===== config.mk =====
export PLATFORM = sky130hd
export DESIGN_NAME = i2s_ser
export DESIGN_NICKNAME = d
export VERILOG_FILES = /design/src/rtl/i2s_ser_pkg.sv /design/src/rtl/i2s_bck_gen.sv /design/src/rtl/i2s_ser.sv
export SDC_FILE = /design/constraint.sdc
export NUM_CORES = 1
export LEC_CHECK = 0
export ABC_AREA = 1
export CORE_MARGIN = 4
export CORE_UTILIZATION = 50
export DETAILED_ROUTE_END_ITERATION = 7
export HOLD_SLACK_MARGIN = 0.1
export PLACE_DENSITY = 0.73
export SLEW_MARGIN = 10
export SYNTH_ARGS = -nofsm -noshare
export SYNTH_HDL_FRONTEND = slang
export SYNTH_SLANG_ARGS = --single-unit

===== constraint.sdc =====
create_clock -name clk -period 12 [get_ports clk]
set_input_delay 2.4 -clock clk [delete_from_list [all_inputs] [get_ports clk]]
set_output_delay 2.4 -clock clk [all_outputs]
set_load 0.02 [all_outputs]

===== src/rtl/i2s_ser_pkg.sv =====
// Shared I2S types and constants: sample-width enum, frame geometry, serializer FSM states.
// Also holds the per-channel width mask applied when a frame is loaded.
package i2s_ser_pkg;

   localparam int unsigned I2S_FRAME_BITS = 64;
   localparam int unsigned I2S_SLOT_BITS  = 32;

   typedef enum logic [1:0] {
      B16 = 2'd0,
      B24 = 2'd1,
      B32 = 2'd2
   } bitnum_e;

   typedef enum logic {
      IDLE = 1'b0,
      RUN  = 1'b1
   } i2s_ser_state_e;

   // Zero the unused LSBs of each MSB-aligned channel half.
   function automatic logic [I2S_FRAME_BITS-1:0] i2s_mask(
      input logic [I2S_FRAME_BITS-1:0] i_d,
      input bitnum_e                   i_bn
   );
      logic [I2S_SLOT_BITS-1:0] w_m;
      case (i_bn)
         B16:     w_m = 32'hFFFF_0000;
         B24:     w_m = 32'hFFFF_FF00;
         default: w_m = 32'hFFFF_FFFF;
      endcase
      return i_d & {w_m, w_m};
   endfunction

endpackage


===== src/rtl/i2s_bck_gen.sv =====
// I2S bit-clock generator: divides the master clock into BCK and flags the BCK falling edge.
// o_fall is high in the clk cycle whose rising edge produces the BCK falling edge.
module i2s_bck_gen #(
   parameter int unsigned MCLK_PER_BCK = 4
) (
   input  logic i_clk,
   input  logic i_reset,
   input  logic i_run,
   output logic o_bck,
   output logic o_fall
);

   localparam int unsigned DIV_W = (MCLK_PER_BCK > 1) ? $clog2(MCLK_PER_BCK) : 1;
   localparam logic [DIV_W-1:0] DIV_LAST = DIV_W'(MCLK_PER_BCK - 1);
   localparam logic [DIV_W-1:0] DIV_HALF = DIV_W'(MCLK_PER_BCK / 2);

   logic [DIV_W-1:0] r_div_cnt;
   logic [DIV_W-1:0] w_div_nxt;
   logic             r_bck;

   always_comb begin
      w_div_nxt = '0;
      if (i_run && (r_div_cnt != DIV_LAST)) begin
         w_div_nxt = r_div_cnt + DIV_W'(1);
      end
   end

   always_ff @(posedge i_clk or posedge i_reset) begin
      if (i_reset) begin
         r_div_cnt <= '0;
         r_bck     <= 1'b0;
      end else begin
         r_div_cnt <= w_div_nxt;
         r_bck     <= (w_div_nxt >= DIV_HALF);
      end
   end

   assign o_bck  = r_bck;
   assign o_fall = i_run && (r_div_cnt == DIV_LAST);

endmodule


===== src/rtl/i2s_ser.sv =====
// I2S master transmitter: one-entry holding buffer feeding a 64-slot frame shifter.
// Optional macro I2S_SER_UNDERRUN_CNT_EN adds a saturating underrun_cnt output.
module i2s_ser
   import i2s_ser_pkg::*;
#(
   parameter int unsigned MCLK_PER_BCK = 4
) (
   input  logic                      clk,
   input  logic                      reset,
   input  logic                      enable,
   input  bitnum_e                   bitnum,
   input  logic [I2S_FRAME_BITS-1:0] in_data,
   input  logic                      in_valid,
   output logic                      in_ready,
   output logic                      i2s_bck,
   output logic                      i2s_lrck,
   output logic                      i2s_data,
   output logic                      frame_start,
`ifdef I2S_SER_UNDERRUN_CNT_EN
   output logic                      underrun,
   output logic [15:0]               underrun_cnt
`else
   output logic                      underrun
`endif
);

   localparam int unsigned BIT_W = $clog2(I2S_FRAME_BITS);
   localparam logic [BIT_W-1:0] LAST_BIT = BIT_W'(I2S_FRAME_BITS - 1);
   localparam logic [BIT_W-1:0] LR_FIRST = BIT_W'(I2S_SLOT_BITS - 1);

   i2s_ser_state_e            r_state;
   i2s_ser_state_e            w_state_nxt;
   logic [I2S_FRAME_BITS-1:0] r_buf;
   logic [I2S_FRAME_BITS-1:0] w_buf_nxt;
   logic                      r_buf_full;
   logic                      w_buf_full_nxt;
   logic                      r_in_ready;
   logic [I2S_FRAME_BITS-1:0] r_shift;
   logic [I2S_FRAME_BITS-1:0] w_shift_nxt;
   logic [BIT_W-1:0]          r_bit_cnt;
   logic [BIT_W-1:0]          w_bit_cnt_nxt;
   logic                      r_lrck;
   logic                      w_lrck_nxt;
   logic                      r_data;
   logic                      w_data_nxt;
   logic                      r_frame_start;
   logic                      w_frame_start_nxt;
   logic                      r_underrun;
   logic                      w_underrun_nxt;
   logic                      w_xfer;
   logic                      w_run;
   logic                      w_fall;
   logic                      w_bck;

   assign w_run  = (r_state == RUN);
   assign w_xfer = in_valid && r_in_ready;

   i2s_bck_gen #(
      .MCLK_PER_BCK(MCLK_PER_BCK)
   ) u_bck_gen (
      .i_clk  (clk),
      .i_reset(reset),
      .i_run  (w_run),
      .o_bck  (w_bck),
      .o_fall (w_fall)
   );

   always_comb begin
      w_state_nxt       = r_state;
      w_buf_nxt         = r_buf;
      w_buf_full_nxt    = r_buf_full;
      w_shift_nxt       = r_shift;
      w_bit_cnt_nxt     = r_bit_cnt;
      w_lrck_nxt        = r_lrck;
      w_data_nxt        = r_data;
      w_frame_start_nxt = 1'b0;
      w_underrun_nxt    = 1'b0;

      // Accepting only when empty keeps a transfer and a load from ever colliding.
      if (w_xfer) begin
         w_buf_nxt      = in_data;
         w_buf_full_nxt = 1'b1;
      end

      case (r_state)
         IDLE: begin
            w_bit_cnt_nxt = LAST_BIT;
            w_lrck_nxt    = 1'b0;
            w_data_nxt    = 1'b0;
            if (enable && r_buf_full) begin
               w_state_nxt = RUN;
            end
         end
         RUN: begin
            if (w_fall) begin
               if (r_bit_cnt == LAST_BIT) begin
                  if (!enable) begin
                     w_state_nxt = IDLE;
                     w_lrck_nxt  = 1'b0;
                     w_data_nxt  = 1'b0;
                  end else begin
                     w_bit_cnt_nxt = '0;
                     w_lrck_nxt    = 1'b0;
                     if (r_buf_full) begin
                        w_shift_nxt       = i2s_mask(r_buf, bitnum);
                        w_buf_full_nxt    = 1'b0;
                        w_frame_start_nxt = 1'b1;
                     end else begin
                        w_shift_nxt    = '0;
                        w_underrun_nxt = 1'b1;
                     end
                     w_data_nxt = w_shift_nxt[I2S_FRAME_BITS-1];
                  end
               end else begin
                  w_bit_cnt_nxt = r_bit_cnt + BIT_W'(1);
                  // Slot k carries shifter bit 63-k, i.e. the bitwise inverse of k.
                  w_data_nxt    = r_shift[~w_bit_cnt_nxt];
                  w_lrck_nxt    = (w_bit_cnt_nxt >= LR_FIRST) && (w_bit_cnt_nxt != LAST_BIT);
               end
            end
         end
         default: begin
            w_state_nxt = IDLE;
         end
      endcase
   end

   always_ff @(posedge clk or posedge reset) begin
      if (reset) begin
         r_state       <= IDLE;
         r_buf         <= '0;
         r_buf_full    <= 1'b0;
         r_in_ready    <= 1'b1;
         r_shift       <= '0;
         r_bit_cnt     <= LAST_BIT;
         r_lrck        <= 1'b0;
         r_data        <= 1'b0;
         r_frame_start <= 1'b0;
         r_underrun    <= 1'b0;
      end else begin
         r_state       <= w_state_nxt;
         r_buf         <= w_buf_nxt;
         r_buf_full    <= w_buf_full_nxt;
         r_in_ready    <= !w_buf_full_nxt;
         r_shift       <= w_shift_nxt;
         r_bit_cnt     <= w_bit_cnt_nxt;
         r_lrck        <= w_lrck_nxt;
         r_data        <= w_data_nxt;
         r_frame_start <= w_frame_start_nxt;
         r_underrun    <= w_underrun_nxt;
      end
   end

`ifdef I2S_SER_UNDERRUN_CNT_EN
   logic        r_enable_prev;
   logic [15:0] r_underrun_cnt;

   always_ff @(posedge clk or posedge reset) begin
      if (reset) begin
         r_enable_prev  <= 1'b0;
         r_underrun_cnt <= '0;
      end else begin
         r_enable_prev <= enable;
         if (enable && !r_enable_prev) begin
            r_underrun_cnt <= '0;
         end else if (w_underrun_nxt && (r_underrun_cnt != 16'hFFFF)) begin
            r_underrun_cnt <= r_underrun_cnt + 16'd1;
         end
      end
   end

   assign underrun_cnt = r_underrun_cnt;
`endif

   assign in_ready    = r_in_ready;
   assign i2s_bck     = w_bck;
   assign i2s_lrck    = r_lrck;
   assign i2s_data    = r_data;
   assign frame_start = r_frame_start;
   assign underrun    = r_underrun;

endmodule


Word level (Yosys, flattened, before mapping):

Cells that the tools add are included.

* register bits: 144
* output and inout bits: 6
* bits of input ports: 70
* word-level logic and storage cells: 78

* reduce and logical (&&, ||, !) cells: 9
* magnitude comparators: 3
* mux-type cells: 42
* equality and inequality tests: 7
* add/sub/neg operators: 2
* bitwise operators: 3

Operator list (number)
* 2-to-1 mux 32 bit: 5
* bitwise AND 64 bit: 1
* 2-to-1 mux 64 bit: 1
* case mux 16 bit (2 select lines): 1
* 2-to-1 mux 1 bit: 26
* 2-to-1 mux 6 bit: 3
* case mux 6 bit (2 select lines): 1
* less-than comparator 6 x 7 -> 1 bit (second input constant): 1
* adder 6 x 1 -> 6 bit (second input constant): 1
* binary-select mux 1 bit (select 6 bit): 1
* == test 6 bit (second input constant): 1
* greater-or-equal comparator 6 x 5 -> 1 bit (second input constant): 1
* != test 6 bit (second input constant): 1
* inverter 6 bit: 1
* case mux 1 bit (2 select lines): 3
* logical AND 1 bit: 5
* AND reduction 4 bit: 1
* != test 3 bit (second input constant): 1
* adder 2 x 1 -> 2 bit (second input constant): 1
* == test 2 x 1 -> 1 bit (second input constant): 1
* == test 2 bit (second input constant): 1
* greater-or-equal comparator 2 bit (second input constant): 1
* zero test 2 bit: 1
* 2-to-1 mux 2 bit: 1
* other kinds (5): 5

Logic depth before layout (Yosys ltp):

Gate-level depths: netlist (run 1).

* depth after elaboration: 13
* gate-level depth with buffers: 15
* depth with buffers taken out: 11

Cells and area by module:

Synthesis (run 1) repeated with hierarchy kept, for this count alone.

* cells, all modules: 654
* area total of the unflattened synthesis: 6321.1 sq um

By module, submodules not included
* i2s_ser: times used 1, seq. area each 3537.1 sq um, area each 6197.2 sq um, cells an instance 641
* i2s_bck_gen: times used 1, seq. area each 75.1 sq um, area each 123.9 sq um, cells an instance 13

Worst setup path after synthesis (run 1):

Ideal clock, no wire load.

* path kind: input port to flip-flop
* start: input bitnum[1]
* end: register r_shift[10]
* stages on the path: 6
* setup slack: 8.535 ns
* path buffers: 3
* data arrival time: 3.383 ns
* setup time: 0.083 ns
* required time: 11.917 ns
* path through: clkbuf_1 > or2_2 > clkbuf_1 > clkbuf_1 > nand3_1 > o21ai_0

* word-level cells in the longest chain between the ends: 9
* elaborated cells between the ends (all ways): 10
* those cells by class: eq/ne (1); mux (7); bitwise (1); reduce/logical (1)

RTL lines
* start, declared: line i2s_ser.sv:11 `input bitnum_e bitnum,`
* == test 2 x 1 -> 1 bit / zero test 2 bit (equally long branches): line i2s_ser_pkg.sv:25 `case (i_bn)`
* case mux 16 bit (2 select lines) (*): line i2s_ser_pkg.sv:25
* 2-to-1 mux 32 bit (*): line i2s_ser.sv:104 `if (r_buf_full) begin`
* 2-to-1 mux 32 bit (*): line i2s_ser.sv:97 `if (!enable) begin`
* 2-to-1 mux 32 bit (*): line i2s_ser.sv:96 `if (r_bit_cnt == LAST_BIT) begin`
* 2-to-1 mux 32 bit (*): line i2s_ser.sv:95 `if (w_fall) begin`
* 2-to-1 mux 32 bit (*): line i2s_ser.sv:85 `case (r_state)`
* bitwise AND 64 bit (*): line i2s_ser_pkg.sv:30 `return i_d & {w_m, w_m};`
* 2-to-1 mux 64 bit (*): line i2s_ser.sv:104
* end signal, assigned: line i2s_ser.sv:145 `r_shift <= w_shift_nxt;`
* end, declared: line i2s_ser.sv:38 `logic [I2S_FRAME_BITS-1:0] r_shift;`

Every way passes the cells marked *; elsewhere a longest branch is shown, timed or not. The select of a mux whose other input is x is not followed.
A chain may end at the register's enable or synchronous reset.

Final worst setup path (run 1):

* start: input enable
* end: register r_shift[34]

* word-level cells in the longest chain between the ends: 1

RTL lines
* start, declared: line i2s_ser.sv:10 `input logic enable,`
* AND reduction 4 bit (no line)

Every way passes these cells.

==> flow_results.org, run 1 <==
** Status
- Result of the run :: completed

** Clock network
- CTS placed an instance of sky130_fd_sc_hd__clkbuf_16 at the clock tree root.
- Postcts setup bufs :: 0
- CTS tree :: built
- Hold bufs inserted after CTS :: 0
- After clock tree synthesis, the clock-pin slew on the worst setup and hold paths is 0.06 ns.
- The H-tree was split into 4 levels.
- No sink is reached through more buffers than the 2 on the longest clock path.
- The clock reaches the later pin of the worst-skew pair after 0.42 ns.
- Clock buffer count from CTS :: 17
- Clock sink count :: 144
- CTS resizes :: 0

** STA
- Setup repair after global routing left no endpoint under its margin.
- Final critical-path share of the clock period :: 39.46%
- In this run the tightest slew margin relative to its limit is 30.68%.
- Final Slew Violations :: 0
- Total Negative Setup Slacks :: 0 ns
- Clock Skew :: 0.006441 ns
- After layout, the minimum clock period comes to 4.735 ns.
- Setup slack after layout :: 7.265 ns
- Transition time at the pin with the least slew margin :: 1.032 ns
- Static timing analysis puts the maximum clock frequency at 211.2 MHz.
- Setup violations remaining at the end of the flow were counted as 0.
- The number of hold violations in the final report was 0.

** Power and ir drop
- The worst-case IR drop observed on VDD is 132.0 uV.
- Power per cell area :: 247.5 nW/um2
- In this run the static leakage power is 3.685 nW.
- The design draws 1.900 mW.

** Drt
- Vias after detailed routing :: 4734
- The first detailed-routing pass took 7 iterations.
- Vias per Instance :: 5.254
- Number of nets still failing antenna checks after routing :: 0
- For this block, the initial DRC count from the detailed router was 363.
- In the final routed layout, each cell accounts on average for 14.82 um.
- Detailed-route DRC error count :: 0
- Post-detailed-routing wire length :: 13.36 mm

** Yosys
- Synthesis produced a netlist whose cell count is 662.
- The synthesized design spends more area on one cell type than any other, namely sky130_fd_sc_hd__dfrtp_1.
- By area, the combinational part of the netlist is dominated by simple AND/OR/NAND/NOR gates.
- Biggest area contributors in the synthesized netlist :: sky130_fd_sc_hd__dfrtp_1 55%, sky130_fd_sc_hd__nand3_1 7.3%, sky130_fd_sc_hd__inv_1 6.8%
- For this run, the register share of the synthesized area comes to 57.64%.
- The synthesized netlist devotes 0.6987% of its cell area to XOR and XNOR gates.
- The synthesized design contains 144 register bits.
- Of the total synthesized cell area, the portion taken by full adders, half adders and majority gates is 0.5989%.
- Counting every net in the synthesized netlist gives 735.
- Fraction of synthesized cell area taken by the top area cell type :: 54.70%
- Each instance of the synthesized netlist takes up on average 9.467 um2.
- Synthesis warning total :: 0
- Multiplexer area fraction after synthesis :: 6.109%
- Synthesized area :: 6267 um2
- The number of different library cells used by synthesis comes to 29.
- Compound-cell area share of the yosys netlist :: 10.08%
- Summing the areas of all and, or, nand and nor instances in the mapped netlist gives 14.77% of the synthesized area.

** Worst setup path
- Cell at the slowest stage of the critical path :: sky130_fd_sc_hd__nand2_2
- For this run, the slowest stage of the critical path takes 0.54 ns.
- Worst setup path class :: primary input to register
- Along the worst path, the maximum fanout reaches 65.
- The worst setup path is captured at a register.
- Data required time of the worst path :: 12.33 ns
- STA classifies the critical path startpoint as a primary input.
- The signal on the critical path passes through clkdlybuf4s50_1 -> inv_1 -> nor3_4 -> buf_4 -> nand2_2 -> clkinv_2 -> nand3_1 -> o21ai_1.
- STA puts the critical path data arrival time at 5.07 ns.

** Job
- Maximum capacitance violations :: 0

** Die
- Die area :: 14390 um2
- The die is 120.0 um tall.
- Die Wd :: 120.0 um
- After floorplanning, the core was sized to cover 12160 um2.
- In this run the core area contains 40 standard-cell rows.
- Count of pins on the block boundary :: 76
- The initial utilization of the core area, before any placement, comes to 51.53%.

** Cells and area
- Cells with a size suffix above 1 make up 10.91% of the layout.
- From synthesis to final layout, the design area changed by 22.52%.
- Top library cells by usage in the layout, fill and taps aside :: 137 x sky130_fd_sc_hd__dfrtp_1, 113 x sky130_fd_sc_hd__inv_1, 91 x sky130_fd_sc_hd__nand3_1, 75 x sky130_fd_sc_hd__clkdlybuf4s50_1, 72 x sky130_fd_sc_hd__nand2_1
- Combined area of the multi-input logic cells :: 2036 um2
- Diode insertion count for antenna repair :: 0
- Once layout is complete, the utilization of the core stands at 63.14%.
- Leaving out filler cells and counting taps, the final layout contains 901.
- For this run, the post-layout net count is 793.
- Sequential standard cell area :: 3612 um2
- Counting the fill cells in the layout gives 1031.
- Most common library cell in the layout ignoring fill and taps :: sky130_fd_sc_hd__dfrtp_1

** Place
- Half-perimeter wire length after placement :: 8.483 mm
- Instance count after placement with tap cells included :: 869
- I/O Buffers :: 75
- At the placement stage, the worst setup path has a slack of 6.883 ns.
- Final GP Congestion :: 0.8147

** Global route
- Global routing consumed, over all layers together, 20.18% of the routing resources.
- Initial antenna violation count :: 0
- Summed over all layers, the global routing overflow is 0.
- Pin count of the biggest net entering global routing :: 96
- Via count of the first global-routing pass :: 4984
- First-pass GRT wire length :: 23.29 mm

** Min path
- The worst hold path belongs to the class register to register.
## registers in the layout, indices dropped and copies added, names as in the netlist
signal and cells:
i2s_lrck 1, in_ready 1, u_bck_gen.r_div_cnt 2, r_buf 64
r_buf_full 1, i2s_data 1, frame_start 1, r_state 1
u_bck_gen.o_bck 1, underrun 1, r_shift 64, r_bit_cnt 6
## Yosys cell counts
cell type	number
sky130_fd_sc_hd__nand4_1	2
sky130_fd_sc_hd__or2_2	1
sky130_fd_sc_hd__nor4_1	1
sky130_fd_sc_hd__nor3_2	1
sky130_fd_sc_hd__o22ai_1	30
sky130_fd_sc_hd__a21oi_1	34
sky130_fd_sc_hd__buf_4	1
sky130_fd_sc_hd__xnor2_1	2
sky130_fd_sc_hd__nand2_2	1
sky130_fd_sc_hd__clkinv_2	1
sky130_fd_sc_hd__o211ai_1	7
sky130_fd_sc_hd__nand2_1	73
sky130_fd_sc_hd__nor2_1	36
sky130_fd_sc_hd__clkbuf_1	12
sky130_fd_sc_hd__o21ai_0	26
sky130_fd_sc_hd__mux2_2	34
sky130_fd_sc_hd__xor2_1	3
sky130_fd_sc_hd__ha_1	3
sky130_fd_sc_hd__dfrtp_1	137
sky130_fd_sc_hd__o221ai_1	1
sky130_fd_sc_hd__buf_1	6
sky130_fd_sc_hd__nand3_2	2
sky130_fd_sc_hd__dfstp_2	7
sky130_fd_sc_hd__buf_2	16
sky130_fd_sc_hd__inv_1	114
sky130_fd_sc_hd__buf_6	4
sky130_fd_sc_hd__o21ai_1	15
sky130_fd_sc_hd__nand3_1	91
sky130_fd_sc_hd__o31ai_1	1
## final timing paths
kind,cells after the start,slack (ns),start,end
worst min register to register,1,0.43,u_bck_gen.r_div_cnt[0],u_bck_gen.r_div_cnt[0]
min in group asynchronous,2,2.44,reset,r_buf[26]
worst max-delay path,8,7.26,enable,r_shift[34]
worst max register to register,10,8.09,r_bit_cnt[0],r_shift[34]
worst min-delay path,1,0.43,u_bck_gen.r_div_cnt[0],u_bck_gen.r_div_cnt[0]
max in group asynchronous,3,8.16,reset,r_buf[63]
## area by class of cell
class / count / area share (%)
Clock buffer: 28 / 6.990
Clock inverter: 4 / 0.9451
Inverter: 115 / 5.703
Multi-Input combinational cell: 364 / 26.51
Sequential cell: 144 / 47.04
Tap cell: 168 / 2.738
Timing Repair Buffer: 78 / 10.07
## per-stage QoR
stage	area, um2	hold slack, ns
after floorplan	6267	0.4099
after global placement	7069	0.4239
after detailed placement	7069	0.4275
after CTS	7679	0.4350
after global routing	7679	0.4569
final	7679	0.4338
## critical path, delay by kind of cell
| kind | cells | cell delay (ns) |
|---|---|---|
| compound gates | 1 | 0.13 |
| buf+inv | 4 | 1.65 |
| simple gates | 3 | 0.88 |
## report_power, final
group | internal (mW) | switching (mW) | total [mW]
Clock | 0.345 | 0.189 | 0.534
Sequential | 0.674 | 0.103 | 0.776
Combinational | 0.248 | 0.342 | 0.590
Total | 1.27 | 0.633 | 1.90
## metal layers
| layer | up-vias | GRT usage [%] | wire, um |
|---|---|---|---|
| met5 | - | 0 | 0 |
| met2 | 141 | 32.84 | 6592 |
| met3 | 19 | 5.749 | 798 |
| met4 | 0 | 7.516 | 218 |
| met1 | 2309 | 25.72 | 5746 |
| li1 | 2265 | - | - |
## cell families (layout without fill, tap and decap cells)
family / Yosys count / count (layout)
xor gates and xnor gates: 5 / 5
DFF: 144 / 144
AOI/OAI and AO/OA: 114 / 114
and+or+nand+nor: 208 / 208
muxes: 34 / 34
adders and majority gates: 3 / 3
buffers and inverters: 154 / 225
Power figures use the tool's default switching activity.
==> run 2, diff against run 1 <==
==> constraint.sdc (replaced) <==
create_clock -name clk -period 4.4 [get_ports clk]
set_input_delay 0.88 -clock clk [delete_from_list [all_inputs] [get_ports clk]]
set_output_delay 0.88 -clock clk [all_outputs]
set_load 0.02 [all_outputs]
==> run 2 against run 1 <==
First-iteration DRC count up 9.4%. Critical path depth increased by 5. Largest power group unchanged. Sequential power rose to 2.6 times the previous value. Total power rose to 2.7 times the previous value. Clock skew hardly changed. Worst setup slack worse by 6.0 ns.
==> flow_results.org, run 2 (same netlist as run 1, synthesis figures left out) <==
** Min path
- Class of the tightest hold or removal check :: register to register

** STA
- Setup repair after global routing left no endpoint under its margin.
- Final Slew Violations :: 0
- At the pin with the least slew margin, the transition time is 0.9963 ns.
- Final critical delay including setup and external delays :: 3.171 ns
- Worst slew slack as a fraction of its limit :: 33.58%
- Hold violation total from the final report :: 0
- For the final routed database, the setup TNS stands at 0 ns.
- Once routing completed, OpenROAD measured the worst setup slack at 1.229 ns.
- The clock arrives with 0.006233 ns of skew.
- Tightest hold margin :: 0.4352 ns
- Count of final setup violators :: 0
- Final critical-path share of the clock period :: 72.07%
- Derived from the worst setup path, the maximum achievable clock frequency is 315.4 MHz.

** Clock network
- Clock-pin slew was measured on the worst setup and hold paths at 0.05 ns.
- After clock tree synthesis, the setup repair step added 0 buffers.
- At the later pin of the worst-skew pair, clock insertion delay measures 0.42 ns.
- In this run, post-CTS hold repair placed 0 buffers.
- CTS resizes :: 0
- CTS saw 144 sinks.
- Maximum level of the CTS H-tree :: 4
- Clock tree synthesis inserted a total of 17 buffers.
- Worst-case clock buffer depth :: 2
- TritonCTS built the clock tree.
- The cell sitting at the root of the clock tree is a sky130_fd_sc_hd__clkbuf_16.

** Place
- In this run the cell area measured after placement is 7096 um2.
- Final GP Congestion :: 0.8937
- In this run, placement finished with an instance count of 871.
- After legalization and detailed placement, the total HPWL measured 8.656 mm.
- I/O Buffers :: 75
- Worst slack, placed :: 1.307 ns

** Worst setup path
- For the worst setup path, the data required time is 4.71 ns.
- Data on the critical path arrives at its endpoint at 3.48 ns.
- The worst setup path is launched from a register.
- Category of the worst setup path capture point :: register
- Of all nets on the critical path, the largest fanout is 42.
- The critical path ends at i2s_data.
- Worst reg2reg startpoint :: r_bit_cnt[0]
- Across all register-to-register paths, the minimum setup slack is 1.23 ns.
- Endpoint of the lowest-slack register-to-register path :: i2s_data
- The most critical setup path has its startpoint at r_bit_cnt[0].
- Worst setup path class :: register to register
- Reg2Reg Depth :: 13

** Cells and area
- Combined area of the multi-input logic cells :: 2036 um2
- From synthesis to final layout, the design area changed by 22.74%.
- The finished layout holds 901 standard cells, fillers aside.
- In the final layout, the registers with the most flip-flops are r_buf x64, r_shift x64, r_bit_cnt x6.
- Leaving out fill and tap cells, the most frequent cell in the layout is sky130_fd_sc_hd__dfrtp_1.
- Filler instances :: 1024
- Across the whole layout, storage elements account for 3612 um2.
- Diode insertion count for antenna repair :: 0
- Top library cells by usage in the layout, fill and taps aside :: 137 x sky130_fd_sc_hd__dfrtp_1, 113 x sky130_fd_sc_hd__inv_1, 91 x sky130_fd_sc_hd__nand3_1, 75 x sky130_fd_sc_hd__clkdlybuf4s50_1, 72 x sky130_fd_sc_hd__nand2_1
- Final net count :: 795
- The post-route netlist has 11.05% of its cells at a drive strength greater than 1.
- Final design area excluding fillers :: 7692 um2

** Die
- The floorplan step set the die height to 120.0 um.
- Row count :: 40
- Count of pins on the block boundary :: 76
- Die area :: 14390 um2
- The region available for standard cell placement spans 12160 um2.
- Initial standard-cell utilization of the core :: 51.53%
- In this run the horizontal extent of the chip is 120.0 um.

** Status
- Result of the run :: completed

** Global route
- The initial antenna violation count was 0.
- Entering global routing, the biggest net connects 125 pins.
- The first global-routing pass estimated 22.94 mm of wire.
- Via count of the first global-routing pass :: 4808
- For this run the aggregate overflow at the end of global routing stands at 0.
- Global routing used 19.77% of the available tracks.

** Drt
- Vias after detailed routing :: 4634
- Dividing the detail-routed wire length by the instance count gives 14.68 um.
- Vias per Instance :: 5.143
- For this block, the routed nets add up to 13.23 mm of wire.
- Count of routing violations after the opening detailed-route iteration :: 397
- First-pass DRT Iterations :: 5
- Number of nets still failing antenna checks after routing :: 0
- Detailed-route DRC error count :: 0

** Job
- Maximum capacitance violations :: 0

** Power and ir drop
- Leakage power :: 3.693 nW
- Power spread over the standard cell area amounts to 666.9 nW/um2.
- The worst-case IR drop observed on VDD is 341.1 uV.
==> run 2: area by class of cell <==
class	instances	area share, %
clock buffer	24	6.392
multi-input combinational	364	26.46
inverter	115	5.677
tap	168	2.733
timing repair buffer	80	10.41
clock inverter	6	1.366
sequential	144	46.96
==> run 2: worst min-delay path by stage <==
| stage | startpoint | to | depth (start not counted) |
|---|---|---|---|
| 2_1_floorplan | u_bck_gen.r_div_cnt[0] | u_bck_gen.r_div_cnt[0] | 1 |
| 3_3_place_gp | u_bck_gen.r_div_cnt[0] | u_bck_gen.r_div_cnt[0] | 1 |
| 3_5_place_dp | u_bck_gen.r_div_cnt[0] | u_bck_gen.r_div_cnt[0] | 1 |
| 4_1_cts | u_bck_gen.r_div_cnt[0] | u_bck_gen.r_div_cnt[0] | 1 |
| 5_1_grt | u_bck_gen.r_div_cnt[0] | u_bck_gen.r_div_cnt[0] | 1 |
| 6_report | u_bck_gen.r_div_cnt[0] | u_bck_gen.r_div_cnt[0] | 1 |
==> run 2: metal layers <==
| layer | track usage, % | wire length, um | up-vias |
|---|---|---|---|
| li1 | - | - | 2267 |
| met1 | 25.41 | 5828 | 2237 |
| met2 | 32.84 | 6619 | 114 |
| met3 | 4.760 | 589 | 16 |
| met4 | 6.800 | 188 | 0 |
| met5 | 0 | 0 | - |
==> run 2: critical path: stages, from the launching register on <==
cell and delay (ns):
sky130_fd_sc_hd__dfstp_2 0.51, sky130_fd_sc_hd__buf_4 0.36, sky130_fd_sc_hd__inv_1 0.08, sky130_fd_sc_hd__buf_4 0.24
sky130_fd_sc_hd__ha_1 0.73, sky130_fd_sc_hd__inv_1 0.42, sky130_fd_sc_hd__o211ai_1 0.22, sky130_fd_sc_hd__nand3_1 0.09
sky130_fd_sc_hd__nand3_1 0.11, sky130_fd_sc_hd__nand3_1 0.08, sky130_fd_sc_hd__nand3_1 0.08, sky130_fd_sc_hd__nand2_1 0.06
sky130_fd_sc_hd__nand2_1 0.05, sky130_fd_sc_hd__nand2_1 0.04
==> run 2: through the flow <==
stage	power [mW]	util [%]
5_1_grt	5.480	63.25
3_5_place_dp	3.686	58.34
3_3_place_gp	3.609	58.34
4_1_cts	5.162	63.25
6_report	5.130	63.25
2_1_floorplan	3.267	-
==> run 2: report_power, final <==
group,internal [mW],switching (mW),total (mW)
logic,0.682,0.957,1.64
registers,1.84,0.212,2.05
clock network,0.942,0.501,1.44
